<file path="src/rtl/seg7_scan.sv">
// Four-digit multiplexed common-anode seven-segment driver with title/result/guess modes.
// Build option: define SEG7_BLINK_EN to blink marked digits instead of lighting their dp.
module seg7_scan #(
   parameter int SCAN_CYCLES  = 100000,
   parameter int BLINK_CYCLES = 25000000
) (
   input  logic        clk,
   input  logic        rst,
   input  logic [15:0] signal,
   input  logic [3:0]  digit_selected,
   input  logic        is_title,
   input  logic        is_result,
   output logic [3:0]  an,
   output logic [6:0]  seg,
   output logic        dp
);

   localparam int SCAN_W = $clog2(SCAN_CYCLES);
   localparam logic [SCAN_W-1:0] SCAN_LAST = SCAN_W'(SCAN_CYCLES - 1);
   localparam logic [15:0] TITLE_TEXT = 16'h1a2b;
   localparam logic [6:0] SEG_BLANK = 7'h7f;

   logic [SCAN_W-1:0] scan_cnt;
   logic [1:0]        idx;
   logic [3:0]        nib;
   logic              marked;
   logic [6:0]        seg_d;
   logic              dp_d;

   function automatic logic [6:0] decode(input logic [3:0] n);
      logic [6:0] s;
      case (n)
         4'h0:    s = 7'h40;
         4'h1:    s = 7'h79;
         4'h2:    s = 7'h24;
         4'h3:    s = 7'h30;
         4'h4:    s = 7'h19;
         4'h5:    s = 7'h12;
         4'h6:    s = 7'h02;
         4'h7:    s = 7'h78;
         4'h8:    s = 7'h00;
         4'h9:    s = 7'h10;
         4'ha:    s = 7'h08;
         4'hb:    s = 7'h03;
         4'he:    s = 7'h3f;
         default: s = SEG_BLANK;
      endcase
      return s;
   endfunction

`ifdef SEG7_BLINK_EN
   localparam int BLINK_W = (BLINK_CYCLES > 1) ? $clog2(BLINK_CYCLES) : 1;
   localparam logic [BLINK_W-1:0] BLINK_LAST = BLINK_W'(BLINK_CYCLES - 1);

   logic [BLINK_W-1:0] blink_cnt;
   logic               blink_on;
   logic [3:0]         sel_prev;

   // A selection change restarts the on-phase so the new digit lights at once.
   always_ff @(posedge clk) begin
      if (rst) begin
         blink_cnt <= '0;
         blink_on  <= 1'b1;
         sel_prev  <= 4'b0000;
      end else begin
         sel_prev <= digit_selected;
         if (digit_selected != sel_prev) begin
            blink_cnt <= '0;
            blink_on  <= 1'b1;
         end else if (blink_cnt == BLINK_LAST) begin
            blink_cnt <= '0;
            blink_on  <= ~blink_on;
         end else begin
            blink_cnt <= blink_cnt + 1'b1;
         end
      end
   end
`endif

   always_comb begin
      nib    = signal[{idx, 2'b00} +: 4];
      marked = 1'b0;
      if (is_title) begin
         nib = TITLE_TEXT[{idx, 2'b00} +: 4];
      end else if (!is_result) begin
         marked = digit_selected[idx];
      end
      seg_d = decode(nib);
      dp_d  = 1'b1;
`ifdef SEG7_BLINK_EN
      if (marked && !blink_on) seg_d = SEG_BLANK;
`else
      if (marked) dp_d = 1'b0;
`endif
   end

   // Last cycle of each slot drives everything dark to avoid ghosting.
   always_ff @(posedge clk) begin
      if (rst) begin
         scan_cnt <= '0;
         idx      <= 2'd0;
         an       <= 4'b1111;
         seg      <= SEG_BLANK;
         dp       <= 1'b1;
      end else begin
         if (scan_cnt == SCAN_LAST) begin
            scan_cnt <= '0;
            idx      <= idx + 2'd1;
            an       <= 4'b1111;
            seg      <= SEG_BLANK;
            dp       <= 1'b1;
         end else begin
            scan_cnt <= scan_cnt + 1'b1;
            an       <= ~(4'b0001 << idx);
            seg      <= seg_d;
            dp       <= dp_d;
         end
      end
   end

endmodule

</file>
<file path="config.mk">
export PLATFORM = sky130hd
export DESIGN_NAME = seg7_scan
export DESIGN_NICKNAME = d
export VERILOG_FILES = /design/src/rtl/seg7_scan.sv
export SDC_FILE = /design/constraint.sdc
export NUM_CORES = 1
export LEC_CHECK = 0
export BUFFER_PORTS_ARGS = -buffer_cell sky130_fd_sc_hd__buf_4
export CORE_MARGIN = 2
export CORE_UTILIZATION = 53
export CTS_CLUSTER_SIZE = 25
export DETAILED_ROUTE_END_ITERATION = 8
export GPL_TIMING_DRIVEN = 1
export PLACE_DENSITY = 0.85
export RECOVER_POWER = 25
export REMOVE_ABC_BUFFERS = 1
export SLEW_MARGIN = 5
export SYNTH_ARGS = -nofsm -noshare
export SYNTH_HDL_FRONTEND = slang
export SYNTH_SLANG_ARGS = --single-unit
</file>
<file path="constraint.sdc">
create_clock -name clk -period 2.3 [get_ports clk]
set_input_delay 0.23 -clock clk [delete_from_list [all_inputs] [get_ports clk]]
set_output_delay 0.23 -clock clk [all_outputs]
set_load 0.02 [all_outputs]
</file>
Word level (Yosys, flattened, before mapping) --
Memory sizes are Yosys's and may differ from the RTL's. A register that Yosys moved wholly into a read port is not among the register bits. Index checks and enable logic that the tools add are counted.
Word-level totals: bits in read-only memories 112, bits in registers 24, output and inout port bits 12, input bits 24, memories kept 1, logic and storage cells 20
Memory list:
- (no name shown) | words 16, bits a word 7, rd ports 1, clocked after Yosys merged registers in 1, write ports 0, RTL line 32 | case (n)
Operators by class: equal/unequal tests 1, $add $sub $neg 2, bitwise operators 1, reduce and logical (&&, ||, !) cells 1, muxes and demuxes 6, shift operators 3, magnitude comparators 1
Operators with widths (count):
- 17-bit by 1-bit adder with 17-bit output, second input constant | 1
- 17-bit equality test, second input constant | 1
- 16-bit by 5-bit variable part select with 4-bit output | 1
- 16-bit by 5-bit variable part select with 4-bit output, first input constant | 1
- 1-bit 2-to-1 mux | 4
- 4-bit 2-to-1 mux | 1
- 4-bit inverter | 1
- 1-bit by 2-bit left shift with 4-bit output, first input constant | 1
- 2-bit by 3-bit < comparator with 1-bit output, second input constant | 1
- 2-bit by 1-bit adder with 2-bit output, second input constant | 1
- 1-bit binary-select mux with 2-bit select | 1
- 2-bit OR reduction | 1

Depth between registers and ports, before layout --
Gate-level depths: netlist of run 1.
word-level depth 5, depth in mapped cells 9, depth with buffers taken out 8

Worst setup path after synthesis of run 1 --
Ideal clock, no wire load.
path kind reg-to-reg, start point reg idx[0], end point reg seg[0], data arrival time 2.026 ns, required time 2.186 ns, buffers on the path 0, stages on the path, launching flop included 7, slack 0.160 ns, library setup time 0.114 ns, period minus slack after synthesis 2.140 ns, path through dfxtp_1 or2_2 o32ai_1 inv_1 ha_1 or3_1 a21o_1
On the way: cells in the longest elaborated chain, start to end 2, elaborated cells between the ends (all ways) 3, those cells by class shift (2); mux (1)
RTL lines:
- start: declaration | RTL line 24 | logic [1:0] idx;
- start signal: assignment | RTL line 108 | idx <= idx + 2'd1;
- 16-bit by 5-bit variable part select with 4-bit output (on tied branches) | RTL line 81, 84
- 4-bit 2-to-1 mux * | RTL line 83 | if (is_title) begin
- end: declaration | RTL line 14 | output logic [6:0] seg,
Every way passes the cells marked *; elsewhere a longest branch is shown, timed or not. A chain may end at the register's enable or synchronous reset.

Worst setup path after layout of run 1 --
start point reg idx[0], end point reg seg[4]
Same word-level chain as after synthesis.

==> results of run 1 <==
==> worst min-delay path by stage <==
stage                     cells after the start       from                   to  slack [ns]
after floorplan                               1        rst  idx[0]$_SDFFE_PP0N_        0.30
after CTS                                     3  is_result        dp$_SDFF_PP1_         0.1
after global placement                        3  is_result        dp$_SDFF_PP1_        0.44
after detailed placement                      3  is_result        dp$_SDFF_PP1_        0.43
after global routing                          2        rst  idx[1]$_SDFFE_PP0N_        0.09
final                                         3  is_result        dp$_SDFF_PP1_        0.11
==> Yosys cell counts (3+ instances only) <==
cell,n
inv_1,7
ha_1,11
dfxtp_1,31
or3_1,3
o21ai_0,3
a21o_1,3
o211ai_1,4
nand2_1,15
nor4_1,4
nor2_1,28
xnor2_1,7
xor2_1,9
nand2b_1,3
nand3_1,11
buf_6,3
==> cell families (layout without fill, tap and decap cells) <==
group	after synthesis	in the layout
AND/OR/NAND/NOR	77	77
flip-flops	31	31
buffers and inverters	14	53
adder cells (fa/ha/maj)	11	11
XOR/XNOR	16	16
AO/OA/AOI/OAI	22	22
multiplexers	4	4
==> power by group through the flow <==
stage | Combinational, mW | Clock [mW] | Sequential (mW)
6_report | 0.130 | 0.316 | 0.560
4_1_cts | 0.138 | 0.325 | 0.561
5_1_grt | 0.144 | 0.349 | 0.562
2_1_floorplan | 0.0551 | 0 | 0.586
3_5_place_dp | 0.138 | 0 | 0.573
3_3_place_gp | 0.131 | 0 | 0.573
==> registers in the layout, summed over array words and instances (netlist names) <==
register / flops
an: 4
dp: 1
idx: 2
scan_cnt: 17
seg: 7
==> stage by stage <==
step	util, %	hold WS, ns	std cells
2_1_floorplan	-	0.302	168
4_1_cts	68.3	0.0967	245
6_report	66.9	0.108	245
3_3_place_gp	66.3	0.436	238
5_1_grt	66.9	0.0916	245
3_5_place_dp	66.3	0.434	238
==> metal layers <==
layer	vias up	track usage (%)
met1	628	25.3
met2	29	40.8
li1	672	-
met4	0	8.77
met3	6	5.49
met5	-	0
==> layout make-up <==
cell class / count / area (µm²) / share of cell area [%]
clock buffer: 6 / 51.3 / 2.73
clock inverter: 1 / 5.00 / 0.266
inverter: 7 / 26.3 / 1.40
multi-input combinational: 130 / 881 / 46.9
sequential: 31 / 621 / 33.0
tap: 31 / 38.8 / 2.07
timing repair buffer: 39 / 255 / 13.6
==> worst max-delay path: stages, from the launching register on <==
cell      delay, ns
dfxtp_1        0.39
o21bai_1       0.19
a32oi_1        0.46
inv_1          0.17
ha_1           0.24
or3_1          0.38
a21o_1         0.18
==> out/results.tsv, run 1 <==
stage	metric	value	unit
clock_network	CTS Buffer Depth	2	
yosys	simple-gate portion of the synthesized area	23.4	%
yosys	Post-Synth XOR/XNOR Area	8.83	%
worst_setup_path	WS Path Type	flop to flop	
detailed_routing	WL met1	1.39	mm
detailed_routing	WL met2	1.82	mm
detailed_routing	vias per cell	5.45	
yosys	EDFF count, synth	0	
clock_network	Clock Tree Root	clkbuf_4	
die	initial core utilization	56.6	%
pwr	leakage power	0.784	nW
die	DIE AREA	3450	µm²
yosys	Yosys cell types	39	
worst_setup_path	Max FO, Critical Path	7	
worst_hold_path	HP Class	input pin to flop	
yosys	asr flop ratio synth	0	%
timing	worst slew pin tran	0.742	ns
yosys	multiplexer share of the synthesized area	4.10	%
run_status	status	finished clean	
pwr	switching pwr	0.250	mW
timing	# setup viols final	0	
cells_and_area	area grow syn2layout	18.4	%
detailed_routing	DR vias	1335	
pwr	Tot Pwr	1.01	mW
detailed_routing	WL final	3.38	mm
detailed_routing	drt pass-1 iters	4	
worst_setup_path	CP startpoint kind	flop	
global_routing	largest net degree at the start of global routing	18	
placement	port bufs	35	
yosys	syn avg cell area	9.07	µm²
yosys	Post-Syn Instances	175	
timing	Rel. slew slack	50.3	%
yosys	synthesized flop and latch total	31	
clock_network	clock-pin slew on the worst setup and hold paths	0.09	ns
cells_and_area	layout cells sized above 1	20.1	%
global_routing	initial antenna violation count	0	
die	I/O pin cnt	36	
die	Horiz. Die Dim	58.7	µm
yosys	largest family of logic cells by synthesized area	simple AND/OR/NAND/NOR gates	
detailed_routing	top routing layer in use	met4	
clock_network	htree depth	2	
clock_network	PostCTS Resize Cnt	0	
die	Die H	58.7	µm
yosys	Compound-Gate Fraction of Synth Area	10.5	%
worst_setup_path	Critical Path Sink Type	flop	
global_routing	vias in the first global route	1321	
timing	setup TNS	0	ns
pwr	VDD IR max	220	µV
worst_setup_path	CP startpoint	idx[0]$_SDFFE_PP0N_	
worst_setup_path	crit path to	seg[4]$_SDFF_PP1_	
global_routing	gr usage total	22.5	%
clock_network	Post CTS Setup Buffer Count	0	
placement	Final HPWL DP	2.73	mm
pwr	Comb pwr share	12.9	%
die	Core Footprint	2810	µm²
detailed_routing	Initial DRC Count	64	
die	row cnt	19	
detailed_routing	DR DRC count	0	
placement	Setup WS pre-CTS	0.214	ns
yosys	Top FF cell, synth	dfxtp_1	
timing	PnR worst setup slack	0.205	ns
worst_setup_path	RR Startpoint	idx[0]$_SDFFE_PP0N_	
detailed_routing	met3 wire len	101	µm
worst_setup_path	Critical Path RT	2.52	ns
cells_and_area	Design Area, Final	1880	µm²
worst_setup_path	CP Data Arrival Time	2.31	ns
placement	gp weighted congestion	0.882	
yosys	most area-hungry cell type in the Yosys netlist	dfxtp_1	
cells_and_area	FILL cells	232	
global_routing	first-pass GRT wire length	5.80	mm
global_routing	total gr overflow	0	
cells_and_area	diode count	0	
timing	Min Clock Period, post-route	2.09	ns
worst_setup_path	Worst R2R Path Depth	6	
detailed_routing	DRT antenna net count	0	
worst_setup_path	RR Endpoint	seg[4]$_SDFF_PP1_	
timing	RSZ-0062 raised after global routing	false	
yosys	YS warnings	0	
timing	clk_skew	0.00304	ns
timing	fin. max-slew vios	0	
pwr	sequential share of power	55.7	%
cells_and_area	commonest non-fill, non-tap cells in the layout	dfxtp_1 (31), buf_4 (29), nor2_1 (28), nand2_1 (15)	
timing	Max Fclk	477	MHz
pwr	Power per Cell Area	536	nW/µm²
yosys	mapped cell area	1590	µm²
yosys	adder-cell share of the synthesized area	8.68	%
cells_and_area	commonest non-fill, non-tap cell in the layout	dfxtp_1	
yosys	synth top area cells	dfxtp_1 (39%), ha_1 (8.7%), nor2_1 (6.6%)	
yosys	post-synth top area share	39.1	%
job	MaxCap Viol Count	0	
cells_and_area	final net count	249	
timing	Final Hold Vio Count	0	
clock_network	clk_lat worst skew	0.31	ns
clock_network	TritonCTS clock tree	yes	
clock_network	clk sinks	31	
pwr	Pint	0.756	mW
detailed_routing	wire per inst	13.8	µm
pwr	clock group share of total power	31.4	%
worst_setup_path	setup slack, reg-to-reg	0.21	ns
timing	Final Cycle Share	91.1	%
yosys	sequential share of the synthesized area	39.1	%
placement	DP Area	1860	µm²
clock_network	number of CTS-inserted buffers	5	
pwr	Switching Share	24.8	%
clock_network	CTS hold repair buffers	0	
Power figures use the tool's default switching activity.
==> inputs of run 2 (changes only) <==
--- a/config.mk
+++ b/config.mk
@@ -5,9 +5,10 @@
 export SDC_FILE = /design/constraint.sdc
 export NUM_CORES = 1
 export LEC_CHECK = 0
+export ABC_AREA = 1
 export BUFFER_PORTS_ARGS = -buffer_cell sky130_fd_sc_hd__buf_4
-export CORE_MARGIN = 2
-export CORE_UTILIZATION = 53
+export CORE_MARGIN = 4
+export CORE_UTILIZATION = 54
 export CTS_CLUSTER_SIZE = 25
 export DETAILED_ROUTE_END_ITERATION = 8
 export GPL_TIMING_DRIVEN = 1
@@ -18,3 +19,4 @@
 export SYNTH_ARGS = -nofsm -noshare
 export SYNTH_HDL_FRONTEND = slang
 export SYNTH_SLANG_ARGS = --single-unit
+export TNS_END_PERCENT = 30
==> out/results.tsv, run 2 <==
stage	metric	value	unit	change
yosys	most area-hungry cell type in the Yosys netlist	dfxtp_1		
clock_network	CTS hold repair buffers	0		unchanged
detailed_routing	Initial DRC Count	93		+45%
clock_network	PostCTS Resize Cnt	0		unchanged
clock_network	CTS Buffer Depth	2		unchanged
yosys	sequential share of the synthesized area	35.5	%	-3.6 points
cells_and_area	layout cells sized above 1	19.1	%	-1.0 points
worst_setup_path	WS Path Type	flop to flop		
timing	Final Cycle Share	78.9	%	-12 points
timing	PnR worst setup slack	0.485	ns	+0.280 ns
timing	fin. max-slew vios	0		unchanged
die	DIE AREA	4210	µm²	+22%
pwr	Power per Cell Area	491	nW/µm²	-8.4%
timing	# setup viols final	0		unchanged
run_status	status	finished clean		
detailed_routing	drt pass-1 iters	4		unchanged
global_routing	gr usage total	18.2	%	-4.3 points
die	row cnt	20		+1
worst_hold_path	Worst Hold Depth	3		unchanged
yosys	Synth top cells by count	nand2_1 (63), nor2_1 (33), dfxtp_1 (31), nand3_1 (26), inv_1 (24)		
clock_network	clk_lat worst skew	0.32	ns	about the same
yosys	Top FF cell, synth	dfxtp_1		
worst_setup_path	CP startpoint kind	flop		
timing	Rel. slew slack	73.9	%	+24 points
clock_network	clock-pin slew on the worst setup and hold paths	0.09	ns	about the same
clock_network	TritonCTS clock tree	yes		
timing	clk_skew	0.00256	ns	-0.000482 ns
timing	RSZ-0062 raised after global routing	false		
placement	Setup WS pre-CTS	0.492	ns	+0.279 ns
cells_and_area	Largest register FFs	17		unchanged
yosys	EDFF count, synth	0		unchanged
yosys	asr flop ratio synth	0	%	unchanged
yosys	Yosys cell types	27		-31%
cells_and_area	final net count	318		+28%
clock_network	clk sinks	31		unchanged
timing	final hold slack	0.107	ns	-0.00108 ns
die	initial core utilization	56.8	%	+0.23 points
detailed_routing	WL final	3.47	mm	+2.8%
yosys	count leader, synth	nand2_1		
global_routing	first-pass GRT wire length	6.13	mm	+5.7%
timing	Final Hold Vio Count	0		unchanged
die	Die H	64.9	µm	+11%
detailed_routing	vias per cell	5.00		-8.2%
global_routing	initial antenna violation count	0		unchanged
cells_and_area	commonest non-fill, non-tap cell in the layout	nand2_1		
global_routing	vias in the first global route	1489		+13%
cells_and_area	commonest non-fill, non-tap cells in the layout	nand2_1 (63), nor2_1 (33), dfxtp_1 (31), nand3_1 (26), buf_4 (25)		
placement	gp weighted congestion	0.858		-2.8%
die	I/O pin cnt	36		unchanged
clock_network	Post CTS Setup Buffer Count	0		unchanged
cells_and_area	Most flops, register	scan_cnt		
die	Horiz. Die Dim	64.9	µm	+11%
worst_setup_path	Critical Path Sink Type	flop		
detailed_routing	DR DRC count	0		unchanged
detailed_routing	wire per inst	10.6	µm	-23%
cells_and_area	diode count	0		unchanged
cells_and_area	area grow syn2layout	16.9	%	
cells_and_area	FILL cells	279		+20%
yosys	mapped cell area	1750	µm²	+10%
worst_setup_path	Max FO, Critical Path	15		+8
yosys	YS warnings	0		unchanged
die	Core Footprint	3080	µm²	+9.7%
yosys	Post-Syn Instances	245		+40%
detailed_routing	DRT antenna net count	0		unchanged
worst_setup_path	Worst R2R Path Depth	11		+5
timing	setup TNS	0	ns	unchanged
placement	Final HPWL DP	2.69	mm	-1.6%
timing	Min Clock Period, post-route	1.81	ns	-0.280 ns
yosys	synth top area cells	dfxtp_1 (36%), nand2_1 (14%), ha_1 (7.9%)		
cells_and_area	biggest regs	scan_cnt (17), seg (7), an (4)		
yosys	syn avg cell area	7.13	µm²	-21%
clock_network	number of CTS-inserted buffers	5		unchanged
clock_network	Clock Tree Root	clkbuf_4		
job	MaxCap Viol Count	0		unchanged
worst_setup_path	CP Data Arrival Time	2.09	ns	-0.22 ns
worst_hold_path	HP Class	input pin to flop		
timing	worst slew pin tran	0.390	ns	-0.352 ns
placement	port bufs	35		unchanged
timing	Max Fclk	551	MHz	+15%
detailed_routing	DR vias	1636		+23%
pwr	leakage power	0.905	nW	+15%
yosys	synthesized flop and latch total	31		unchanged
global_routing	total gr overflow	0		unchanged
global_routing	largest net degree at the start of global routing	19		+1
yosys	post-synth top area share	35.5	%	-3.6 points
worst_setup_path	Critical Path RT	2.58	ns	+0.06 ns
clock_network	htree depth	2		unchanged
pwr	VDD IR max	250	µV	+13%
==> run 2: cell types whose count changed in the layout (fill, tap and decap cells not counted), moves of 6 or more <==
cell / delta
inv_1: +17
inv_2: +6
nand4_1: +7
nand2_1: +48
nand3_1: +15
==> run 2: report_power, final <==
part           switching (mW)  leakage [nW]  total, mW  internal, mW
combinational          0.0709         0.618      0.125        0.0541
clock                   0.179        0.0341      0.320         0.141
sequential            0.00537         0.253      0.557         0.552
total                   0.255         0.905       1.00         0.747
==> run 2: final timing paths <==
check | start | to | slack [ns]
max | idx[0]$_SDFFE_PP0N_ | seg[6]$_SDFF_PP1_ | 0.49
min | is_result | dp$_SDFF_PP1_ | 0.11
max reg2reg | idx[0]$_SDFFE_PP0N_ | seg[6]$_SDFF_PP1_ | 0.49
min reg2reg | scan_cnt[0]$_SDFF_PP0_ | scan_cnt[0]$_SDFF_PP0_ | 0.45
==> run 2: cell families (layout without fill, tap and decap cells) <==
family	Yosys count	count (layout)	share of synthesized area, %
buf+inv	35	73	9.16
simple gates	148	148	39.6
flops	31	31	35.5
fa+ha+maj	11	11	7.87
xor+xnor	8	8	4.01
compound gates	12	12	3.87
==> run 2: per-layer routing <==
layer	vias up	share of wire (%)	GRT usage, %
li1	851	-	-
met1	733	44	20.8
met2	46	49	31.4
met3	6	5.3	5.55
met4	0	1.2	7.12
met5	-	0	0
==> run 2: per-stage QoR <==
stage                     power (mW)  instance area, µm²  utilization (%)  cells
after floorplan                0.641                1710                -    241
after global placement         0.701                2020             65.8    320
after detailed placement       0.703                2020             65.8    320
after CTS                       1.02                2080             67.6    327
after global routing            1.05                2040             66.4    327
final                           1.00                2040             66.4    327
==> run 2: layout make-up <==
type	count	area, µm²	share of cell area (%)
clock buffer	6	51.3	2.51
clock inverter	1	5.00	0.245
inverter	31	119	5.82
multi-input combinational	179	967	47.3
sequential	31	621	30.4
tap	44	55.1	2.69
timing repair buffer	35	225	11.0
==> run 2: worst max-delay path, stage by stage (launching register included) <==
cell and delay, ns:
dfxtp_1 0.57, inv_4 0.15, o21ai_0 0.11, nand3_1 0.08
nand2_1 0.17, inv_1 0.11, ha_1 0.22, inv_1 0.06
nand4_1 0.09, nor2_1 0.11, nor2_1 0.05, nand2_1 0.06
==> inputs of run 3 (changes only) <==
--- a/config.mk
+++ b/config.mk
@@ -8,11 +8,11 @@
 export ABC_AREA = 1
 export BUFFER_PORTS_ARGS = -buffer_cell sky130_fd_sc_hd__buf_4
 export CORE_MARGIN = 4
-export CORE_UTILIZATION = 54
+export CORE_UTILIZATION = 49
 export CTS_CLUSTER_SIZE = 25
 export DETAILED_ROUTE_END_ITERATION = 8
 export GPL_TIMING_DRIVEN = 1
-export PLACE_DENSITY = 0.85
+export PLACE_DENSITY = 0.81
 export RECOVER_POWER = 25
 export REMOVE_ABC_BUFFERS = 1
 export SLEW_MARGIN = 5
==> constraint.sdc (replaced) <==
create_clock -name clk -period 1.53 [get_ports clk]
set_input_delay 0.153 -clock clk [delete_from_list [all_inputs] [get_ports clk]]
set_output_delay 0.153 -clock clk [all_outputs]
set_load 0.02 [all_outputs]
==> out/results.tsv, run 3 (same netlist as run 2, synthesis figures left out) <==
stage	metric	value	unit	change
worst_setup_path	Top Family by Delay on Critical Path	simple AND/OR/NAND/NOR gates		
clock_network	TritonCTS clock tree	yes		
global_routing	initial antenna violation count	0		unchanged
worst_setup_path	Worst R2R Path Depth	9		-2
timing	Final Hold Vio Count	0		unchanged
worst_setup_path	crit-path cells	inv_6, o21ai_0, nand3_1, nand2_2, ha_1, nand4_1, inv_1, nand2_1, nand3_1		
detailed_routing	DRT antenna net count	0		unchanged
cells_and_area	Most flops, register	scan_cnt		
worst_hold_path	Worst Hold Depth	3		unchanged
cells_and_area	commonest non-fill, non-tap cells in the layout	nand2_1 (60), buf_4 (38), nor2_1 (33), dfxtp_1 (29), nand3_1 (26)		
global_routing	first-pass GRT wire length	6.45	mm	+5.3%
cells_and_area	area grow syn2layout	24.1	%	
placement	gp weighted congestion	0.901		+5.0%
timing	Rel. slew slack	79.8	%	+5.9 points
pwr	leakage power	0.964	nW	+6.5%
timing	Final Cycle Share	94.5	%	+16 points
detailed_routing	Initial DRC Count	70		-25%
global_routing	gr usage total	18.4	%	+0.22 points
timing	Min Clock Period, post-route	1.45	ns	-0.369 ns
placement	port bufs	35		unchanged
timing	fin. max-slew vios	0		unchanged
detailed_routing	vias per cell	4.90		-2.1%
placement	Final HPWL DP	2.92	mm	+8.6%
global_routing	vias in the first global route	1574		+5.7%
cells_and_area	final net count	331		+4.1%
detailed_routing	DR vias	1680		+2.7%
worst_setup_path	cell repeated most along the worst path	nand3_1		
cells_and_area	Largest register FFs	17		unchanged
cells_and_area	final core occ	64.0	%	-2.4 points
placement	Setup WS pre-CTS	-0.0636	ns	-0.556 ns
global_routing	largest net degree at the start of global routing	12		-7
worst_hold_path	worst min-delay path endpoint	dp$_SDFF_PP1_		
detailed_routing	DR DRC count	0		unchanged
worst_setup_path	Critical Path RT	1.77	ns	-0.81 ns
timing	clk_skew	0.00868	ns	+0.00612 ns
worst_setup_path	RR Endpoint	seg[1]$_SDFF_PP1_		
worst_hold_path	hold path startpoint	is_title		
worst_setup_path	Slowest cell on crit path	dfxtp_4		
cells_and_area	layout cells sized above 1	25.3	%	+6.2 points
global_routing	total gr overflow	0		unchanged
die	DIE AREA	4590	µm²	+8.9%
clock_network	Clock Tree Root	clkbuf_4		
pwr	Power per Cell Area	703	nW/µm²	+43%
timing	Max Fclk	692	MHz	+26%
placement	Cells after DPL	332		+3.8%
detailed_routing	drt pass-1 iters	5		+1
clock_network	number of CTS-inserted buffers	5		unchanged
clock_network	clock-pin slew on the worst setup and hold paths	0.11	ns	+0.02 ns
cells_and_area	commonest non-fill, non-tap cell in the layout	nand2_1		
clock_network	CTS Buffer Depth	2		unchanged
worst_setup_path	setup slack, reg-to-reg	0.08	ns	-0.40 ns
detailed_routing	WL final	3.73	mm	+7.5%
cells_and_area	final cell count without fillers	343		+4.9%
cells_and_area	diode count	0		unchanged
timing	PnR worst setup slack	0.0847	ns	-0.401 ns
die	initial core utilization	51.6	%	-5.2 points
die	Horiz. Die Dim	67.7	µm	+4.4%
timing	# setup viols final	0		unchanged
clock_network	clk sinks	31		unchanged
run_status	status	finished clean		
die	row cnt	21		+5.0%
worst_setup_path	Max FO, Critical Path	8		-7
worst_setup_path	RR Startpoint	idx[0]$_SDFFE_PP0N_		
timing	RSZ-0062 raised after global routing	true		
job	MaxCap Viol Count	0		unchanged
pwr	Tot Pwr	1.52	mW	+52%
clock_network	htree depth	2		unchanged
worst_setup_path	CP startpoint kind	flop		
cells_and_area	biggest regs	scan_cnt (17), seg (7), an (4)		
clock_network	clk_lat worst skew	0.34	ns	+0.02 ns
detailed_routing	wire per inst	10.9	µm	+2.5%
die	Core Footprint	3390	µm²	+10%
worst_setup_path	CP Data Arrival Time	1.68	ns	-0.41 ns
worst_setup_path	WS Path Type	flop to flop		
die	Die H	67.7	µm	+4.4%
pwr	VDD IR max	459	µV	+84%
timing	worst slew pin tran	0.302	ns	-0.0882 ns
die	I/O pin cnt	36		unchanged
timing	final hold slack	0.0894	ns	-0.0173 ns
worst_setup_path	largest stage delay on the critical path	0.39	ns	-0.18 ns
worst_hold_path	HP Class	input pin to flop		
worst_setup_path	CP bufs+invs	2		-1
worst_setup_path	Critical Path Sink Type	flop		
[run 3: changes by cell type in the layout (fill, tap and decap cells not counted), sizes merged]
| cell | before | now |
|---|---|---|
| dlygate4sd3 | 0 | 1 |
| buf | 25 | 38 |
| clkbuf | 16 | 14 |
| clkinvlp | 0 | 2 |
[run 3: layout make-up]
cell class,count,area (µm²)
timing repair buffer,48,329
inverter,31,121
clock buffer,5,37.5
sequential,31,626
clock inverter,3,20.0
fill,283,1220
multi-input combinational,179,977
tap,46,57.6
[run 3: worst max path at each step]
| stage | endpoint | start | cells after the start |
|---|---|---|---|
| after detailed placement | seg[6]$_SDFF_PP1_ | idx[0]$_SDFFE_PP0N_ | 11 |
| after global routing | seg[3]$_SDFF_PP1_ | idx[0]$_SDFFE_PP0N_ | 8 |
| after CTS | seg[3]$_SDFF_PP1_ | idx[1]$_SDFFE_PP0N_ | 7 |
| final | seg[1]$_SDFF_PP1_ | idx[0]$_SDFFE_PP0N_ | 9 |
| after global placement | seg[3]$_SDFF_PP1_ | idx[0]$_SDFFE_PP0N_ | 7 |
| after floorplan | seg[6]$_SDFF_PP1_ | idx[0]$_SDFFE_PP0N_ | 11 |
[run 3: metal layers]
| layer | up-vias | wire [µm] | track usage [%] |
|---|---|---|---|
| met1 | 733 | 1660 | 22.0 |
| met3 | 8 | 258 | 5.32 |
| met4 | 0 | 72 | 8.10 |
| met5 | - | 0 | 0 |
| li1 | 878 | - | - |
| met2 | 61 | 1740 | 30.4 |
[run 3: worst reg2reg max path, delay by kind of cell (launching register included)]
family | cells | cell delay [ns]
DFF | 1 | 0.39
and+or+nand+nor | 5 | 0.42
adders and majority gates | 1 | 0.30
buffers and inverters | 2 | 0.13
AOI/OAI and AO/OA | 1 | 0.09
[run 3: what timing repair did]
action,in CTS,in global routing
buffers inserted,0,2
pin swaps,0,3
gates resized for setup,1,8
endpoints found under the hold margin,1,0
setup endpoints to repair,6,13
hold buffers,1,0
[run 3: through the flow]
stage	TNS [ns]	instance area, µm²
floorplan	-0.0542	1710
global placement	-0.0229	2100
detailed placement	-0.321	2100
CTS	0	2170
global route	-0.127	2170
finish	0	2170
[run 3: power by group]
part | internal (mW) | total, mW | switching, mW
combinational | 0.0955 | 0.208 | 0.113
clock | 0.175 | 0.479 | 0.304
sequential | 0.828 | 0.837 | 0.00843
